===== src/rtl/pong_pkg.sv =====
// ============================================================================
// pong_pkg : shared match-state encoding, field geometry and match defaults
// Rev 1.0
// ============================================================================
`default_nettype none

package pong_pkg;

    typedef enum logic [2:0] {
        ST_IDLE   = 3'd0,
        ST_SERVE  = 3'd1,
        ST_PLAY   = 3'd2,
        ST_PAUSED = 3'd3,
        ST_POINT  = 3'd4,
        ST_OVER   = 3'd5
    } match_state_e;

    localparam int SCREEN_W      = 640;
    localparam int SCREEN_H      = 480;
    localparam int PADDLE_W      = 8;
    localparam int PADDLE_H      = 64;
    localparam int PADDLE_MARGIN = 16;
    localparam int BALL_SIZE     = 8;

    localparam int DEF_WIN_SCORE    = 11;
    localparam int DEF_SERVE_FRAMES = 60;
    localparam int CNT_W            = 8;

endpackage

`default_nettype wire


===== src/rtl/pong_match_ctrl_serve_timer.sv =====
// ============================================================================
// serve_timer : 8-bit frame-tick down-counter with load and expiry flag
// Rev 1.0
// ============================================================================
`default_nettype none

module serve_timer
    import pong_pkg::*;
(
    input  logic             clk,
    input  logic             reset_n,
    input  logic             load_i,
    input  logic [CNT_W-1:0] load_val_i,
    input  logic             tick_i,
    output logic [CNT_W-1:0] count_o,
    output logic             done_o
);

    logic [CNT_W-1:0] count_q;

    always_ff @(posedge clk or negedge reset_n) begin
        if (!reset_n) begin
            count_q <= '0;
        end else if (load_i) begin
            count_q <= load_val_i;
        end else if (tick_i && (count_q != '0)) begin
            count_q <= count_q - 1'b1;
        end
    end

    // Flags the tick that takes the counter from 1 to 0, so the caller can
    // change state on the same edge the count reaches zero.
    assign done_o  = tick_i && (count_q == CNT_W'(1));
    assign count_o = count_q;

endmodule

`default_nettype wire


===== src/rtl/pong_match_ctrl.sv =====
// ============================================================================
// pong_match_ctrl : match sequencer (serve countdown, scoring, win, pause)
// Rev 1.0
// ============================================================================
`default_nettype none

module pong_match_ctrl
    import pong_pkg::*;
#(
    parameter int SERVE_FRAMES = DEF_SERVE_FRAMES,
    parameter int WIN_SCORE    = DEF_WIN_SCORE,
    parameter int SCORE_W      = 7
) (
    input  logic               clk,
    input  logic               reset_n,
    input  logic               frame_tick,
    input  logic               start,
    input  logic               pause,
    input  logic               left_point,
    input  logic               right_point,
    output logic               field_reset,
    output logic               motion_en,
    output logic               serve_right,
    output logic [SCORE_W-1:0] score_l,
    output logic [SCORE_W-1:0] score_r,
    output logic               winner_l,
    output logic               winner_r,
    output logic [7:0]         countdown,
    output logic [2:0]         state_o
);

    localparam logic [SCORE_W-1:0] WIN_S      = SCORE_W'(WIN_SCORE);
    localparam logic [CNT_W-1:0]   SERVE_LOAD = CNT_W'(SERVE_FRAMES);

    match_state_e       state_q;
    logic [SCORE_W-1:0] score_l_q;
    logic [SCORE_W-1:0] score_r_q;
    logic               winner_l_q;
    logic               winner_r_q;
    logic               serve_right_q;
    logic               field_reset_q;
    logic               motion_en_q;

    logic               timer_load;
    logic               timer_tick;
    logic               timer_done;
    logic [CNT_W-1:0]   timer_count;

    // Countdown reloads on every entry into SERVE.
    always_comb begin
        timer_load = 1'b0;
        case (state_q)
            ST_IDLE,
            ST_OVER:  timer_load = start;
            ST_PLAY:  timer_load = left_point && right_point;
            ST_POINT: timer_load = (score_l_q != WIN_S) && (score_r_q != WIN_S);
            default:  timer_load = 1'b0;
        endcase
    end

    assign timer_tick = frame_tick && (state_q == ST_SERVE);

    serve_timer u_serve_timer (
        .clk        (clk),
        .reset_n    (reset_n),
        .load_i     (timer_load),
        .load_val_i (SERVE_LOAD),
        .tick_i     (timer_tick),
        .count_o    (timer_count),
        .done_o     (timer_done)
    );

    always_ff @(posedge clk or negedge reset_n) begin
        if (!reset_n) begin
            state_q       <= ST_IDLE;
            score_l_q     <= '0;
            score_r_q     <= '0;
            winner_l_q    <= 1'b0;
            winner_r_q    <= 1'b0;
            serve_right_q <= 1'b1;
            field_reset_q <= 1'b1;
            motion_en_q   <= 1'b0;
        end else begin
            case (state_q)
                ST_IDLE,
                ST_OVER: begin
                    if (start) begin
                        score_l_q     <= '0;
                        score_r_q     <= '0;
                        winner_l_q    <= 1'b0;
                        winner_r_q    <= 1'b0;
                        serve_right_q <= 1'b1;
                        state_q       <= ST_SERVE;
                        field_reset_q <= 1'b1;
                        motion_en_q   <= 1'b0;
                    end
                end

                ST_SERVE: begin
                    if (timer_done) begin
                        state_q       <= ST_PLAY;
                        field_reset_q <= 1'b0;
                        motion_en_q   <= 1'b1;
                    end
                end

                ST_PLAY: begin
                    if (left_point && right_point) begin
                        state_q       <= ST_SERVE;
                        field_reset_q <= 1'b1;
                        motion_en_q   <= 1'b0;
                    end else if (left_point) begin
                        if (score_l_q != WIN_S) begin
                            score_l_q <= score_l_q + 1'b1;
                        end
                        serve_right_q <= 1'b1;
                        state_q       <= ST_POINT;
                        field_reset_q <= 1'b1;
                        motion_en_q   <= 1'b0;
                    end else if (right_point) begin
                        if (score_r_q != WIN_S) begin
                            score_r_q <= score_r_q + 1'b1;
                        end
                        serve_right_q <= 1'b0;
                        state_q       <= ST_POINT;
                        field_reset_q <= 1'b1;
                        motion_en_q   <= 1'b0;
                    end else if (pause) begin
                        state_q       <= ST_PAUSED;
                        field_reset_q <= 1'b0;
                        motion_en_q   <= 1'b0;
                    end
                end

                ST_PAUSED: begin
                    if (!pause) begin
                        state_q       <= ST_PLAY;
                        field_reset_q <= 1'b0;
                        motion_en_q   <= 1'b1;
                    end
                end

                ST_POINT: begin
                    // Only the player who just scored can be sitting at WIN_S.
                    if (score_l_q == WIN_S) begin
                        winner_l_q <= 1'b1;
                        state_q    <= ST_OVER;
                    end else if (score_r_q == WIN_S) begin
                        winner_r_q <= 1'b1;
                        state_q    <= ST_OVER;
                    end else begin
                        state_q    <= ST_SERVE;
                    end
                    field_reset_q <= 1'b1;
                    motion_en_q   <= 1'b0;
                end

                default: begin
                    state_q       <= ST_IDLE;
                    field_reset_q <= 1'b1;
                    motion_en_q   <= 1'b0;
                end
            endcase
        end
    end

    assign field_reset = field_reset_q;
    assign motion_en   = motion_en_q;
    assign serve_right = serve_right_q;
    assign score_l     = score_l_q;
    assign score_r     = score_r_q;
    assign winner_l    = winner_l_q;
    assign winner_r    = winner_r_q;
    assign countdown   = timer_count;
    assign state_o     = state_q;

endmodule

`default_nettype wire


===== config.mk =====
export PLATFORM = sky130hd
export DESIGN_NAME = pong_match_ctrl
export DESIGN_NICKNAME = d
export VERILOG_FILES = /design/src/rtl/pong_pkg.sv /design/src/rtl/pong_match_ctrl_serve_timer.sv /design/src/rtl/pong_match_ctrl.sv
export SDC_FILE = /design/constraint.sdc
export NUM_CORES = 1
export LEC_CHECK = 0
export ABC_AREA = 1
export CAP_MARGIN = 40
export CORE_UTILIZATION = 45
export DETAILED_ROUTE_END_ITERATION = 6
export HOLD_SLACK_MARGIN = 0.03
export PLACE_DENSITY = 0.72
export SYNTH_ARGS = -nofsm -noshare
export SYNTH_HDL_FRONTEND = slang
export SYNTH_HIERARCHICAL = 1
export SYNTH_SLANG_ARGS = --single-unit

===== constraint.sdc =====
create_clock -name clk -period 1.95 [get_ports clk]
set_input_delay 0.39 -clock clk [delete_from_list [all_inputs] [get_ports clk]]
set_output_delay 0.39 -clock clk [all_outputs]
set_load 0.02 [all_outputs]

==> run_results.csv <==
group,metric,value,unit
power_and_ir_drop,combPwrFrac,62.5,%
synthesis,yosysWarningCount,6,
power_and_ir_drop,p_sw,2.131,mW
cells_and_area,syn2layout_area_growth,33.28,%
sta,timing.hold.ws,0.4840,ns
cells_and_area,nets,395,
clock_tree,clock_sinks,30,
clock_tree,cts.htree.levels,2,
worst_hold_path,holdCritPathClass,"flop to flop",
critical_path,path_cells,"clkdlybuf4s50_1",
critical_path,critPathMaxFanout,7,
critical_path,crit_arrival,1.45,ns
critical_path,crit_path_end_kind,"output port",
drt,num_vias,2097,
placed_design,placed_cell_area,2764,um^2
floorplan,core_area,4474,um^2
drt,remaining_drc_errors,4,
critical_path,slowest_stage,"clkdlybuf4s50_1",
synthesis,synthSimpleGateAreaFrac,45.37,%
power_and_ir_drop,powerDensity,1515,nW/um^2
power_and_ir_drop,clockPowerShare,14.5,%
global_route,antenna_found_initial,0,
clock_tree,cts_hold_buf,0,
placed_design,gp_congestion,0.8022,
sta,setup_violations,0,
outcome,violations,"design-rule violations",
placed_design,post-dp-hpwl,3668,um
drt,drtIter0Drc,106,
clock_tree,cts_buffers,5,
floorplan,num_rows,24,
critical_path,path_buf_inv,1,
clock_tree,insertion_delay,0.29,ns
synthesis,synth_seq_cells,30,
synthesis,synth_xor_area_share,1.620,%
sta,setup-tns-final,0,ns
floorplan,dieArea,5086,um^2
critical_path,start_kind,"flop",
outcome,status,"finished, violations left",
synthesis,yosys.area_share.adder,4.051,%
clock_tree,cts_buffer_depth,2,
sta,min_period_over_period,94.55,%
critical_path,critPathMaxStageDelay,0.66,ns
synthesis,avgSynthCellArea,6.930,um^2
floorplan,start_util,48.32,%
synthesis,synth-compound-area-share,7.292,%
critical_path,path_delay_family,"buffers and inverters",
cells_and_area,final_area,2882,um^2
synthesis,netlist_area,2162,um^2
clock_tree,cts_tree,"done",
drt,first_pass_iters,6,
synthesis,synth_mux_area_share,0,%
clock_tree,clock-root-buffer,"clkbuf_8",
drt,ant_nets,0,
floorplan,die_x,71.32,um
sta,rsz0062_at_grt,"false",
sta,fin_skew,0.008149,ns
global_route,grt_pass1_vias,1993,
synthesis,syn_inst,312,
sta,fin_crit,1.844,ns
power_and_ir_drop,total_power,4.367,mW
clock_tree,cts_setup_buffers,0,
critical_path,path_class,"flop to output port",
drt,routed_wl,4939,um
cells_and_area,final_util,64.40,%
sta,slew_viol_final,0,
cells_and_area,n_antenna_cell,0,
power_and_ir_drop,internal_power,2.236,mW
worst_hold_path,hp-start,"serve_right",
drt,routed_via_density,4.832,
placed_design,port_buffers,36,
global_route,grt_max_degree,31,
floorplan,pin_count,37,
power_and_ir_drop,peakVddDrop,0.8597,mV
run,max_cap_violations,0,
critical_path,r2r_start,"state_o[2]",
clock_tree,clkTransAtPathRegs,0.07,ns
cells_and_area,drive_above_1_share,16.75,%
critical_path,crit_path_start,"state_o[2]",
power_and_ir_drop,netSwitchingFraction,48.79,%
power_and_ir_drop,p_leak,1.446,nW
floorplan,die_h,71.32,um
synthesis,synth_top_family_by_area,"simple AND/OR/NAND/NOR gates",
drt,avgRoutedWirePerCell,11.38,um
power_and_ir_drop,pwr-share-seq,23.1,%
synthesis,synth_seq_area_share,34.84,%
global_route,gr-total-overflow,0,
global_route,grt_usage,21.33,%
critical_path,required,1.56,ns
sta,fmax,0.5424,GHz
sta,finalHoldViolCount,0,
global_route,grt_first_pass_wirelength,8583,um
synthesis,synth.distinct_cells,31,
-- synthesized netlist by cell type --
cell / n / area (um^2)
buf_4: 1 / 7.510
nor2_2: 4 / 25.02
dfrtp_1: 28 / 700.7
a21oi_1: 7 / 35.03
nand2_1: 111 / 416.7
o21ai_2: 5 / 43.79
conb_1: 2 / 7.510
xor2_1: 1 / 8.760
nor3_1: 1 / 5.000
dfstp_2: 2 / 52.55
nand3b_1: 1 / 7.510
nand3_1: 29 / 145.1
xnor2_1: 3 / 26.28
or2_0: 1 / 6.260
nand4_1: 4 / 25.02
nand2_4: 6 / 67.56
clkbuf_1: 1 / 3.750
inv_2: 3 / 11.26
nand3_2: 2 / 20.02
ha_1: 7 / 87.58
nor2_4: 3 / 33.78
o31ai_1: 1 / 7.510
o21ai_4: 1 / 16.27
nor2_1: 43 / 161.4
dlymetal6s2s_1: 1 / 12.51
nand2_2: 2 / 12.51
o21ai_0: 11 / 55.05
nand3_4: 2 / 35.03
nor2_8: 1 / 20.02
clkinv_1: 1 / 3.750
inv_1: 27 / 101.4
-- power groups by stage --
stage	sequential, mW	combinational [mW]	clock (mW)
floorplan	1.21	1.66	0
global placement	1.01	2.67	0
detailed placement	1.02	2.71	0
CTS	1.01	2.74	0.650
global route	1.04	3.04	0.666
finish	1.01	2.73	0.632
-- tightest hold or removal path: stages (launching register included) --
cell     delay [ns]
dfstp_2        0.37
o21ai_0        0.06
nand2_1        0.05
-- stage by stage --
stage	instances	setup WS (ns)
floorplan	318	0.01610
global placement	426	-0.08038
detailed placement	426	-0.1286
CTS	434	0.08004
global route	434	0.01301
finish	434	0.1063
-- cells by family after synthesis --
| family | Yosys count |
|---|---|
| other cells | 2 |
| buf+inv | 34 |
| simple gates | 210 |
| xor+xnor | 4 |
| fa+ha+maj | 7 |
| flops | 30 |
| compound gates | 25 |
-- layout make-up --
| type | instances | area, um^2 |
|---|---|---|
| multi-input cells | 254 | 1305 |
| clock buffers | 5 | 68.82 |
| fillers | 421 | 1593 |
| repair buffers | 59 | 533.0 |
| clock inverters | 3 | 40.04 |
| inverters | 31 | 116.4 |
| well taps | 52 | 65.06 |
| flip-flops and latches | 30 | 753.2 |
-- path summary, 6_finish.rpt --
path | endpoint | slack, ns | cells past startpoint
min in group asynchronous | u_serve_timer/count_o[2] | 0.50 | 2
max reg2reg | u_serve_timer/count_o[0] | 0.15 | 10
min reg2reg | serve_right | 0.48 | 2
max | state_o[2] | 0.11 | 1
min | serve_right | 0.48 | 2
max in group asynchronous | field_reset | 1.13 | 2
-- cell usage in the layout, fill, tap and decap left out, types with 2 or more instances in the layout --
cell               n
inv_2              4
conb_1             8
nand2_4            6
nand2_2            2
clkdlybuf4s50_1   36
inv_1             26
o21ai_2            5
nand4_1            4
buf_4             23
nand3_2            2
xnor2_1            3
dfrtp_1           28
nor2_4             3
a21oi_1            7
clkinv_2           2
clkbuf_8           5
nand3_1           29
o21ai_0           11
nand3_4            2
ha_1               7
nor2_1            43
nand2_1          111
nor2_2             4
dfstp_2            2
-- sequential cells by signal, summed over array words and instances, names as in the netlist --
signal / flops
serve_right: 1
winner_l: 1
field_reset: 1
score_r: 7
score_l: 7
motion_en: 1
state_o: 3
u_serve_timer/count_o: 8
winner_r: 1
-- what timing repair did --
action / 4_1_cts / 5_1_grt
resized for setup: 1 / 1
gates cloned: 0 / 0
endpoints found under the setup margin: 4 / 2
-- per-layer routing --
| layer | global-route usage, % | wire length (um) | share of wire (%) |
|---|---|---|---|
| met5 | 0 | 0 | 0 |
| met4 | 7.333 | 76 | 1.5 |
| met1 | 26.18 | 2314 | 47 |
| met3 | 4.360 | 152 | 3.1 |
| met2 | 37.25 | 2395 | 48 |
Power figures use the tool's default switching activity.
